==> src/rtl/uart_tx_frame_gen_pkg.sv <==
// Shared UART definitions: TX frame state encoding, parity type encoding and line levels.
// The parity encoding is also used by the RX parity checker.
package uart_tx_frame_gen_pkg;

  typedef enum logic [2:0] {
    ST_IDLE   = 3'd0,
    ST_START  = 3'd1,
    ST_DATA   = 3'd2,
    ST_PARITY = 3'd3,
    ST_STOP   = 3'd4
  } tx_state_e;

  localparam logic PAR_EVEN = 1'b0;
  localparam logic PAR_ODD  = 1'b1;

  localparam logic LINE_IDLE  = 1'b1;
  localparam logic LINE_START = 1'b0;

endpackage

==> src/rtl/uart_tx_serializer.sv <==
// Data shift register and bit counter for the UART transmitter.
// Loads a byte on acceptance, shifts right on enable, flags the last data bit.
module uart_tx_serializer #(
  parameter int DATA_WIDTH    = 8,
  parameter int COUNTER_WIDTH = 4
) (
  input  logic                  clk_i,
  input  logic                  rst_i,
  input  logic                  load_i,
  input  logic [DATA_WIDTH-1:0] data_i,
  input  logic                  shift_i,
  input  logic                  count_i,
  output logic                  bit_o,
  output logic                  done_o
);

  localparam logic [COUNTER_WIDTH-1:0] LAST_CNT = COUNTER_WIDTH'(DATA_WIDTH - 1);

  logic [DATA_WIDTH-1:0]    shift_q, shift_d;
  logic [COUNTER_WIDTH-1:0] cnt_q, cnt_d;

  always_comb begin
    shift_d = shift_q;
    cnt_d   = cnt_q;
    if (load_i) begin
      shift_d = data_i;
      cnt_d   = '0;
    end else begin
      if (shift_i) begin
        shift_d = shift_q >> 1;
      end
      // Counter clears on the last data bit so it never exceeds DATA_WIDTH-1.
      if (count_i) begin
        cnt_d = (cnt_q == LAST_CNT) ? '0 : cnt_q + COUNTER_WIDTH'(1);
      end
    end
  end

  always_ff @(posedge clk_i) begin
    if (rst_i) begin
      shift_q <= '0;
      cnt_q   <= '0;
    end else begin
      shift_q <= shift_d;
      cnt_q   <= cnt_d;
    end
  end

  assign bit_o  = shift_q[0];
  assign done_o = (cnt_q == LAST_CNT);

endmodule

==> src/rtl/uart_tx_frame_gen.sv <==
// UART transmit frame generator: start bit, LSB-first data, optional parity, stop bit.
// One frame bit per baud clock; TX_OUT and Busy are registered from the next-state decode.
module uart_tx_frame_gen
  import uart_tx_frame_gen_pkg::*;
#(
  parameter int DATA_WIDTH    = 8,
  parameter int COUNTER_WIDTH = 4
) (
  input  logic                  CLK,
  input  logic                  RST,
  input  logic [DATA_WIDTH-1:0] P_DATA,
  input  logic                  Data_Valid,
  input  logic                  PAR_EN,
  input  logic                  PAR_TYP,
  output logic                  TX_OUT,
  output logic                  Busy
);

  function automatic logic calc_parity(input logic [DATA_WIDTH-1:0] data, input logic typ);
    calc_parity = (^data) ^ (typ == PAR_ODD);
  endfunction

  tx_state_e state_q, state_d;
  logic      tx_q, tx_d;
  logic      busy_q, busy_d;
  logic      par_en_q, par_bit_q;

  logic load, shift_en, count_en;
  logic ser_bit, ser_done;

  uart_tx_serializer #(
    .DATA_WIDTH   (DATA_WIDTH),
    .COUNTER_WIDTH(COUNTER_WIDTH)
  ) u_ser (
    .clk_i  (CLK),
    .rst_i  (RST),
    .load_i (load),
    .data_i (P_DATA),
    .shift_i(shift_en),
    .count_i(count_en),
    .bit_o  (ser_bit),
    .done_o (ser_done)
  );

  always_comb begin
    state_d  = state_q;
    load     = 1'b0;
    shift_en = 1'b0;
    count_en = 1'b0;
    case (state_q)
      ST_IDLE: begin
        if (Data_Valid) begin
          state_d = ST_START;
          load    = 1'b1;
        end
      end
      // The serializer runs one bit ahead of the line because TX_OUT is registered.
      ST_START: begin
        state_d  = ST_DATA;
        shift_en = 1'b1;
      end
      ST_DATA: begin
        shift_en = 1'b1;
        count_en = 1'b1;
        if (ser_done) begin
          state_d = par_en_q ? ST_PARITY : ST_STOP;
        end
      end
      ST_PARITY: state_d = ST_STOP;
      ST_STOP:   state_d = ST_IDLE;
      default:   state_d = ST_IDLE;
    endcase
  end

  always_comb begin
    tx_d   = LINE_IDLE;
    busy_d = (state_d != ST_IDLE);
    case (state_d)
      ST_START:  tx_d = LINE_START;
      ST_DATA:   tx_d = ser_bit;
      ST_PARITY: tx_d = par_bit_q;
      default:   tx_d = LINE_IDLE;
    endcase
  end

  always_ff @(posedge CLK) begin
    if (RST) begin
      state_q   <= ST_IDLE;
      tx_q      <= LINE_IDLE;
      busy_q    <= 1'b0;
      par_en_q  <= 1'b0;
      par_bit_q <= 1'b0;
    end else begin
      state_q <= state_d;
      tx_q    <= tx_d;
      busy_q  <= busy_d;
      if (load) begin
        par_en_q  <= PAR_EN;
        par_bit_q <= calc_parity(P_DATA, PAR_TYP);
      end
    end
  end

  assign TX_OUT = tx_q;
  assign Busy   = busy_q;

endmodule

==> config.mk <==
export PLATFORM = sky130hd
export DESIGN_NAME = uart_tx_frame_gen
export DESIGN_NICKNAME = d
export VERILOG_FILES = /design/src/rtl/uart_tx_frame_gen_pkg.sv /design/src/rtl/uart_tx_serializer.sv /design/src/rtl/uart_tx_frame_gen.sv
export SDC_FILE = /design/constraint.sdc
export NUM_CORES = 1
export LEC_CHECK = 0
export ABC_AREA = 1
export BUFFER_PORTS_ARGS = -buffer_cell sky130_fd_sc_hd__clkbuf_2
export CORE_MARGIN = 1.5
export CORE_UTILIZATION = 40
export DETAILED_ROUTE_END_ITERATION = 10
export MAX_ROUTING_LAYER = met4
export PLACE_DENSITY_LB_ADDON = 0.05
export REMOVE_ABC_BUFFERS = 1
export SYNTH_ARGS = -nofsm -noshare
export SYNTH_HDL_FRONTEND = slang
export SYNTH_HIERARCHICAL = 1
export SYNTH_SLANG_ARGS = --single-unit
export TNS_END_PERCENT = 10
==> constraint.sdc <==
create_clock -name CLK -period 1.55 [get_ports CLK]
set_input_delay 0.0775 -clock CLK [delete_from_list [all_inputs] [get_ports CLK]]
set_output_delay 0.0775 -clock CLK [all_outputs]
set_load 0.01 [all_outputs]
==> summary.txt, run 1 <==
Power and ir drop
  – Clock Power Share: 0.249
  – Leak Pwr: 0.639 nW
  – Sw Share: 0.295
  – P_sw: 0.294 mW
  – Comb pwr share: 0.215
  – Total Power: roughly 1.0 mW
  – PD cells: 811 nW/um^2
  – Max VDD drop: 0.000514 V
  – Share of power burned in registers: 0.536
  – P_int: 0.703 mW

Place
  – Inst Count DP: 214
  – Post-DP HPWL: about 1600 um
  – Pre-CTS setup slack: 0.0102 ns
  – DP Area: approximately 1200 um^2
  – Buffers on Ports: 14
  – Placer Congestion: 0.757

Routing
  – Post-Route WL: ~2100 um
  – Post-DRT Antenna Nets: 0
  – Routed len/inst: between 9 and 10 um
  – DRC Markers: 0
  – Total number of vias: 1,008
  – Initial DRC count: 16
  – Via density per instance: 4.62
  – First-pass detailed-route iteration total: 4

Layout
  – Nets: between 200 and 250
  – Antenna fix cells: 0
  – Most frequent cells in the layout: nand2_1, inv_1, dfxtp_1
  – Area Overhead vs Synth: 15.0%
  – Most common cell after layout, fill and taps aside: nand2_1
  – Share of layout cells above drive strength 1: 0.213
  – Final instance area: around 1200 um^2
  – Final core utilization: 0.492
  – Cell Count, Final, Fillers Out: 218

Synthesis
  – Ys Warns: 6
  – Sequential element share of the synthesized area: 0.356
  – Cell Area, Synth: 1070 um^2
  – Cell taking the most area after synthesis: dfxtp_1
  – Syn Area/Cell: roughly 6.3 um^2
  – Synth area leaders: dfxtp_1, nand2_1, inv_1, a21oi_1, nand3_1
  – Post-Syn Instances: 169
  – Synthesis-stage register bit count: 19
  – Yosys cell types: 22
  – Top cell type's share of synthesized area: 0.356

Floorplan
  – Core area: 2500 um^2
  – # IOs: 15
  – # rows: 18
  – Initial Util: 0.428
  – Die height: 54.7 um
  – Die ar.: 2990 um^2
  – Die width: 54.7 um

Min path
  – Worst min path class: in -> reg
  – Hold Path Origin: PAR_EN

CTS
  – Clk slew on worst S/H paths: about 0.10 ns
  – Root Buffer: clkbuf_4
  – CTS Sinks: 19
  – CTS Buf Count: 3
  – # H-tree levels: 1
  – Bufs on Longest Clock Path: 2
  – CTS tree: done
  – Latest clock arrival within the worst-skew pair: 0.29 ns
  – Post-CTS Hold Buffers: 0
  – Setup bufs post-CTS: 0

STA
  – Worst-margin pin slew: 0.409 ns
  – Skew final: ~0.0030 ns
  – Post-route minimum period: 1.44 ns
  – Fin crit share: 0.926
  – Post-route setup TNS: 0 ns
  – Final Max Slew Viols: 0
  – Final hold vios: 0
  – Fmax: 696 MHz
  – Worst hold slack: 0.0143 ns
  – Setup-failing EPs final: 0
  – Relative slew slack: 0.727
  – Worst Slack Setup Final: 0.114 ns

Global routing
  – Vias in the first global route: between 800 and 900
  – Largest net degree at the start of global routing: 16
  – Global route total overflow: 0
  – Initial antenna violation count: 0
  – Global-route wire length before repair: 3340 um
  – Tot GR Track Use: 0.162

Critical path
  – WP data arrival: 1.62 ns
  – Worst EP required: 1.73 ns
  – Worst R2R Start: u_ser/cnt_q[0]
  – Critical path startpoint: u_ser/cnt_q[0]
  – Crit. End Element: register
  – CP Launch Type: register
  – Crit path max fanout: 4
  – Kind of critical path: reg -> reg

Job
  – Max_cap viols: 0

Status
  – Status: finished, final reports clean
[critical path: stages, from the launching register on]
cell and delay [ns]:
dfxtp_2 0.36, ha_2 0.19, nand2_2 0.09, nor2_4 0.13, nand2_1 0.11, o21ai_2 0.08, nand2_2 0.08, nand2_2 0.07
nor2_2 0.05, nor2_2 0.08, o211ai_1 0.09
[power by group through the flow]
| stage | logic (mW) | registers [mW] | clock network, mW |
|---|---|---|---|
| finish | 0.215 | 0.535 | 0.248 |
| CTS | 0.215 | 0.534 | 0.257 |
| global route | 0.248 | 0.538 | 0.267 |
| global placement | 0.209 | 0.545 | 0 |
| floorplan | 0.138 | 0.545 | 0 |
| detailed placement | 0.213 | 0.545 | 0 |
[area by class of cell]
cell class                 instances  area [um^2]
timing repair buffer              18          100
clock buffer                       4         26.3
fill                             258         1270
tap                               30         37.5
multi-input combinational        118          574
inverter                          29          109
sequential                        19          383
[cell families after synthesis]
group           share of synthesized area
compound gates                     0.0994
xor+xnor                          0.00819
fa+ha+maj                          0.0117
buf+inv                             0.127
flops                               0.356
simple gates                        0.398
[per-layer routing]
layer / vias up / wire, um / GRT usage
met5: - / 0 / -
met4: 0 / 35 / 0.100
met3: 4 / 43 / 0.0246
met2: 13 / 1050 / 0.276
met1: 434 / 953 / 0.175
li1: 557 / - / -
[cells in the mapped netlist]
| library cell | number |
|---|---|
| buf_6 | 2 |
| nor2_1 | 10 |
| a21oi_1 | 13 |
| nor2_8 | 1 |
| xnor2_1 | 1 |
| nor3_4 | 1 |
| o211ai_1 | 1 |
| nand3_1 | 10 |
| nand2_1 | 66 |
| nand2_2 | 2 |
| inv_2 | 4 |
| o21ai_0 | 2 |
| nand4_1 | 1 |
| a211o_1 | 1 |
| dfxtp_1 | 19 |
| nand3_2 | 1 |
| inv_1 | 25 |
| o21ai_1 | 3 |
| nor2_2 | 3 |
| or2_2 | 1 |
| buf_2 | 1 |
| ha_1 | 1 |
[state kept, by name (all words and copies together) (netlist names)]
signal,flops
Busy,1
TX_OUT,1
u_ser/cnt_q,4
par_en_q,1
u_ser/shift_q,8
state_q,3
par_bit_q,1
[worst paths after layout]
| check | depth (start not counted) | to | slack, ns |
|---|---|---|---|
| worst max-delay path | 10 | TX_OUT | 0.11 |
| worst min-delay path | 3 | par_en_q | 0.01 |
| worst max register to register | 10 | TX_OUT | 0.11 |
| worst min register to register | 2 | u_ser/shift_q[3] | 0.47 |
[what timing repair did]
item	in CTS	in global routing
endpoints found under the setup margin	1	4
resized for setup	1	8
cloned	0	0
hold endpoints to repair	0	0
Power figures use the tool's default switching activity.
==> inputs of run 2 (changes only) <==
--- a/config.mk
+++ b/config.mk
@@ -5,11 +5,11 @@
 export SDC_FILE = /design/constraint.sdc
 export NUM_CORES = 1
 export LEC_CHECK = 0
-export ABC_AREA = 1
 export BUFFER_PORTS_ARGS = -buffer_cell sky130_fd_sc_hd__clkbuf_2
 export CORE_MARGIN = 1.5
 export CORE_UTILIZATION = 40
 export DETAILED_ROUTE_END_ITERATION = 10
+export GPL_TIMING_DRIVEN = 0
 export MAX_ROUTING_LAYER = met4
 export PLACE_DENSITY_LB_ADDON = 0.05
 export REMOVE_ABC_BUFFERS = 1
==> run 2 against run 1 <==
The flow now finishes with violations (negative setup slack). Hold slack gained 0.033 ns. Power rose by 4.9%. Final cell count decreased by 30%. Fmax down 11%. Setup slack worse by 0.17 ns. Clock power hardly changed. Sequential power increased by 3%. Clock skew increased by 0.0015 ns. Critical path type unchanged. Critical path depth shrank 6.
==> summary.txt, run 2 <==
Layout
  – Share of layout cells above drive strength 1: 0.371
  – Multi-input logic area: between 500 and 600 um^2
  – Filler Cell Count: 204
  – Most frequent cells in the layout: dfxtp_1, clkbuf_2, nor2b_1, buf_4, mux2i_1
  – Area Overhead vs Synth: 27.6%
  – Register area: about 400 um^2
  – Max reg flops: 8
  – Final instance area: 1230 um^2
  – Register with the highest flop count: u_ser/shift_q
  – Largest regs: u_ser/shift_q x8, u_ser/cnt_q x4, state_q x3
  – Antenna fix cells: 0
  – Nets: 139

Critical path
  – Critical path, cell by cell: or4b_4 -> clkinvlp_4 -> nor3b_1 -> mux2_1
  – CP Launch Type: register
  – Kind of critical path: reg -> reg
  – WP data arrival: 1.80 ns
  – Largest stage delay, worst path: 0.58 ns
  – Crit path max fanout: 6
  – Crit. End Element: register
  – Critical path buffers and inverters: 1
  – Crit-path leading delay family: simple AND/OR/NAND/NOR gates
  – CP max-delay cell: or4b_4
  – Worst EP required: 1.74 ns

Synthesis
  – Post-Syn Instances: 98
  – Cell Area, Synth: between 900 and 1000 um^2
  – Synth area leaders: dfxtp_1, mux2i_1, a211oi_1, nor2b_1, xnor2_1
  – Synthesis-stage register bit count: 19
  – Top cell type's share of synthesized area: 0.395
  – Synth cell count leaders: dfxtp_1, a211oi_1, mux2i_1, nor2b_1
  – Count leader, synth: dfxtp_1
  – Yosys cell types: 38
  – Sequential element share of the synthesized area: 0.395
  – Post-synth EDFFs: 0
  – Share of synthesized registers carrying an async set or reset: 0
  – Cell taking the most area after synthesis: dfxtp_1
  – Syn Area/Cell: 9.82 um^2
  – Main synth FF type: dfxtp_1
  – Ys Warns: 6

Power and ir drop
  – P_sw: between 0.2 and 0.3 mW
  – Leak Pwr: 0.472 nW
  – PD cells: 852 nW/um^2
  – Clock Power Share: 0.239
  – Share of power burned in registers: 0.525
  – Sw Share: 0.279
  – Comb pwr share: 0.235
  – P_int: roughly 0.75 mW
  – Max VDD drop: 0.000452 V

Job
  – Max_cap viols: 0

Floorplan
  – Die ar.: about 2700 um^2
  – Core area: 2230 um^2
  – Die height: 52.0 um
  – # IOs: 15
  – Initial Util: 0.431
  – # rows: 17
  – Die width: 52.0 um

Routing
  – Via density per instance: 5.17
  – First-pass detailed-route iteration total: 4
  – Initial DRC count: 11
  – Total number of vias: 786
  – Routed len/inst: 13.0 um
  – DRC Markers: 0
  – Post-DRT Antenna Nets: 0
  – Post-Route WL: 1970 um

Global routing
  – Tot GR Track Use: 0.162
  – Largest net degree at the start of global routing: 21
  – Initial antenna violation count: 0
  – Vias in the first global route: 666
  – Global route total overflow: 0
  – Global-route wire length before repair: 3120 um

STA
  – Final hold vios: 0
  – Skew final: 0.00450 ns
  – Fin crit share: 1.04
  – Fmax: 622 MHz
  – RSZ-0062 raised after global routing: true
  – Relative slew slack: 0.726
  – Setup-failing EPs final: 4
  – Final Max Slew Viols: 0
  – Post-route minimum period: between 1.5 and 2 ns
  – Worst-margin pin slew: 0.411 ns
  – Worst Slack Setup Final: -0.0581 ns

Status
  – Failing checks: negative setup slack
  – Status: finished with violations

Place
  – DP Area: 1050 um^2
  – Placer Congestion: 0.667
  – Pre-CTS setup slack: -0.239 ns
  – Buffers on Ports: 14
  – Post-DP HPWL: about 1300 um

CTS
  – Bufs on Longest Clock Path: 2
  – CTS Sinks: 19
  – CTS tree: done
  – CTS Buf Count: 3
  – Latest clock arrival within the worst-skew pair: 0.29 ns
  – Clk slew on worst S/H paths: around 0.11 ns
  – Root Buffer: clkbuf_4
  – # H-tree levels: 1

Min path
  – Worst min path class: in -> reg
## run 2: cell types whose count changed after synthesis, sizes merged, moves of 3 or more
| cell | delta |
|---|---|
| a211oi | +8 |
| a21oi | -9 |
| inv | -25 |
| mux2i | +8 |
| nand2 | -64 |
| nand2b | +3 |
| nand3 | -10 |
| nand3b | +3 |
| nor2 | -12 |
| nor2b | +8 |
| nor3 | +3 |
| o21ai | -4 |
## run 2: final timing paths
| check | from | to | slack (ns) | cells after the start |
|---|---|---|---|---|
| hold reg to reg | state_q[2] | Busy | 0.50 | 1 |
| setup reg to reg | state_q[0] | u_ser/cnt_q[3] | -0.06 | 4 |
| hold / removal | P_DATA[7] | u_ser/shift_q[7] | 0.05 | 3 |
| setup / recovery | state_q[0] | u_ser/cnt_q[3] | -0.06 | 4 |
## run 2: what timing repair did
item | in CTS | in global routing
resized for setup | 13 | 4
gates cloned | 1 | 0
pin swaps | 6 | 2
hold endpoints to repair | 1 | 0
setup buffers | 5 | 4
endpoints found under the setup margin | 14 | 13
hold buffers | 1 | 0
## run 2: layer usage
| layer | wire length [um] | vias up | global-route usage |
|---|---|---|---|
| li1 | - | 405 | - |
| met1 | 953 | 371 | 0.212 |
| met2 | 956 | 8 | 0.262 |
| met3 | 50 | 2 | 0.0172 |
| met4 | 12 | 0 | 0.0526 |
| met5 | 0 | - | - |
## run 2: power groups by stage
stage                     logic [mW]  registers (mW)  clock network, mW
final                          0.246           0.550              0.250
after global routing           0.269           0.554              0.282
after CTS                      0.236           0.554              0.262
after detailed placement       0.206           0.562                  0
after global placement         0.203           0.562                  0
after floorplan                0.147           0.558                  0
## run 2: stage by stage
step / util / total power [mW] / setup TNS, ns / hold slack [ns] / cells
floorplan: - / 0.705 / -0.131 / 0.147 / 95
finish: 0.550 / 1.05 / -0.148 / 0.0474 / 152
detailed placement: 0.471 / 0.768 / -2.17 / 0.314 / 137
global route: 0.550 / 1.10 / -0.742 / 0.0452 / 152
CTS: 0.531 / 1.05 / -0.206 / 0.0180 / 148
global placement: 0.471 / 0.764 / -2.07 / 0.317 / 137
## run 2: kinds of logic (layout without fill, tap and decap cells)
| logic type | Yosys count | count (layout) | share of synthesized area |
|---|---|---|---|
| AOI/OAI and AO/OA | 19 | 19 | 0.147 |
| xor gates and xnor gates | 6 | 6 | 0.0689 |
| adders and majority gates | 1 | 1 | 0.0130 |
| buffers and inverters | 7 | 33 | 0.0312 |
| DFF | 19 | 19 | 0.395 |
| muxes | 9 | 9 | 0.0949 |
| and+or+nand+nor | 37 | 37 | 0.250 |
## run 2: layout make-up
cell class,count,share of cell area
repair inverters,1,0.00408
multi-input cells,72,0.477
well taps,28,0.0285
repair buffers,24,0.130
inverters,4,0.0153
flip-flops and latches,19,0.323
clock buffers,4,0.0214
## run 2: tightest hold or removal path: cells and delay by family
| kind | cells | cell delay (ns) |
|---|---|---|
| buf+inv | 1 | 0.10 |
| simple gates | 1 | 0.07 |
| compound gates | 1 | 0.05 |
==> inputs of run 3 (changes only) <==
--- a/config.mk
+++ b/config.mk
@@ -5,6 +5,7 @@
 export SDC_FILE = /design/constraint.sdc
 export NUM_CORES = 1
 export LEC_CHECK = 0
+export ABC_AREA = 1
 export BUFFER_PORTS_ARGS = -buffer_cell sky130_fd_sc_hd__clkbuf_2
 export CORE_MARGIN = 1.5
 export CORE_UTILIZATION = 40
==> run 3 against run 2 <==
The flow now finishes without violations. Sequential share of layout area shrank 1.0 points. First-iteration DRC count shrank 9.1%. Highest routed layer unchanged. Non-clock buffer count shrank 7.
==> summary.txt, run 3 (synthesis gave the netlist of run 1 again) <==
Routing
  – Via density per instance: about 4.7
  – First-pass detailed-route iteration total: 4
  – Total number of vias: 1,011
  – Post-DRT Antenna Nets: 0
  – Post-Route WL: 2070 um
  – Initial DRC count: 10
  – Routed len/inst: 9.54 um
  – DRC Markers: 0

STA
  – Worst-margin pin slew: 0.402 ns
  – Final hold vios: 0
  – Post-route minimum period: 1.44 ns
  – Worst Slack Setup Final: 0.106 ns
  – Relative slew slack: 0.732
  – Skew final: 0.00416 ns
  – Worst hold slack: between 0.05 and 0.06 ns
  – Fin crit share: 0.932
  – Setup-failing EPs final: 0
  – Fmax: about 690 MHz
  – Final Max Slew Viols: 0

Global routing
  – Tot GR Track Use: 0.167
  – Met2 Use GR: 0.276
  – Global-route wire length before repair: 3450 um
  – M3 GR Usage: 0.0164
  – Vias in the first global route: 848
  – Initial antenna violation count: 0
  – Met1 Use GR: 0.193
  – Global route total overflow: 0
  – Largest net degree at the start of global routing: 16
  – GR peak layer: met2

Critical path
  – Kind of critical path: reg -> reg
  – Crit path max fanout: 4
  – WP data arrival: 1.63 ns
  – R2R Path End: TX_OUT
  – Top cell by count, worst path: nand2_2
  – CP Launch Type: register
  – CP max-delay cell: dfxtp_2
  – Worst R2R Path Depth: 10
  – Worst R2R Setup Slack: 0.11 ns
  – Critical path buffers and inverters: 0
  – Worst EP required: 1.74 ns
  – Crit-path leading delay family: simple AND/OR/NAND/NOR gates
  – Largest stage delay, worst path: 0.36 ns
  – Worst R2R Start: u_ser/cnt_q[1]
  – Critical path, cell by cell: ha_1 -> nand2_2 -> nor2_4 -> nand2_1 -> o21ai_1 -> nand2_2 -> nand2_2 -> nor2_2 -> nor2_2 -> o211ai_1
  – Crit. End Element: register

Layout
  – Nets: 202
  – Register with the highest flop count: u_ser/shift_q
  – Antenna fix cells: 0
  – Area Overhead vs Synth: 14.4%
  – Largest regs: u_ser/shift_q x8, u_ser/cnt_q x4, state_q x3
  – Max reg flops: 8
  – Most frequent cells in the layout: nand2_1, inv_1, dfxtp_1
  – Most common cell after layout, fill and taps aside: nand2_1
  – Final core utilization: 0.489
  – Share of layout cells above drive strength 1: 0.198

Min path
  – Worst min path class: in -> reg
  – Hold Path Origin: P_DATA[7]
  – Hold Path Depth: 3
  – Worst Hold Endpoint: u_ser/shift_q[7]

Place
  – Placer Congestion: 0.718
  – Buffers on Ports: 14
  – Pre-CTS setup slack: -0.00736 ns
  – Post-DP HPWL: 1500 um

CTS
  – Latest clock arrival within the worst-skew pair: 0.29 ns
  – Root Buffer: clkbuf_4
  – CTS Buf Count: 3
  – CTS tree: done
  – CTS Sinks: 19
  – Bufs on Longest Clock Path: 2
  – # H-tree levels: 1
  – Clk slew on worst S/H paths: between 0.1 and 0.15 ns

Power and ir drop
  – P_sw: 0.302 mW
  – Leak Pwr: 0.633 nW
  – PD cells: 816 nW/um^2
  – Total Power: 0.998 mW
  – Sw Share: 0.302
  – P_int: 0.697 mW
  – Share of power burned in registers: 0.535
  – Clock Power Share: 0.257
  – Max VDD drop: 0.000339 V
  – Comb pwr share: 0.208

Job
  – Max_cap viols: 0

Floorplan
  – Die width: roughly 55 um
  – Initial Util: 0.428
  – Die height: 54.7 um
  – Die ar.: 2990 um^2
  – # IOs: 15
  – Core area: 2500 um^2
  – # rows: 18

Status
  – Status: finished, final reports clean
-- run 3: changes by cell type in the layout (fill, tap and decap cells not counted), sizes merged, moves of 4 or more --
cell	delta
o21ai	+4
inv	+26
nor2	+12
nor2b	-8
nand3	+10
a211oi	-8
a21oi	+9
buf	-7
mux2i	-8
nand2	+64
-- run 3: how the worst max path moves through the flow --
stage,slack (ns),cells past startpoint,from,end
after floorplan,0.17,10,u_ser/cnt_q[0],TX_OUT
after global placement,-0.02,10,u_ser/cnt_q[0],TX_OUT
after detailed placement,-0.007,10,u_ser/cnt_q[0],TX_OUT
after CTS,0.02,10,u_ser/cnt_q[0],TX_OUT
after global routing,-0.01,10,u_ser/cnt_q[1],TX_OUT
final,0.11,10,u_ser/cnt_q[1],TX_OUT
-- run 3: cell type report --
type                    count  area, um^2
clock buffers               4        26.3
fillers                   286        1280
inverters                  29         111
multi-input cells         118         571
flip-flops and latches     19         383
well taps                  30        37.5
repair buffers             17        95.1
-- run 3: metal layers --
layer / up-vias / wire length, um
li1: 551 / -
met1: 447 / 996
met2: 11 / 1010
met3: 2 / 40
met4: 0 / 27
met5: - / 0
-- run 3: worst min-delay path: cells and delay by family --
family	cells	cell delay (ns)
simple gates	1	0.07
buf+inv	1	0.11
compound gates	1	0.05
-- run 3: power groups by stage --
stage                     Clock (mW)  Combinational (mW)  Sequential, mW
after global routing           0.289               0.239           0.538
after CTS                      0.271               0.203           0.535
after detailed placement           0               0.200           0.546
final                          0.257               0.207           0.534
after global placement             0               0.196           0.545
after floorplan                    0               0.138           0.545
-- run 3: through the flow --
step / setup TNS, ns / std cells / cell area [um^2]
6_report: 0 / 217 / 1220
5_1_grt: -0.0145 / 217 / 1220
4_1_cts: 0 / 215 / 1190
3_5_place_dp: -0.00736 / 210 / 1150
3_3_place_gp: -0.0158 / 210 / 1150
2_1_floorplan: 0 / 166 / 1040
-- run 3: timing repair --
item,4_1_cts,5_1_grt
endpoints found under the setup margin,1,11
setup buffers,0,2
endpoints found under the hold margin,1,0
gates resized for setup,1,9
hold buffers,1,0
pin swaps,0,1
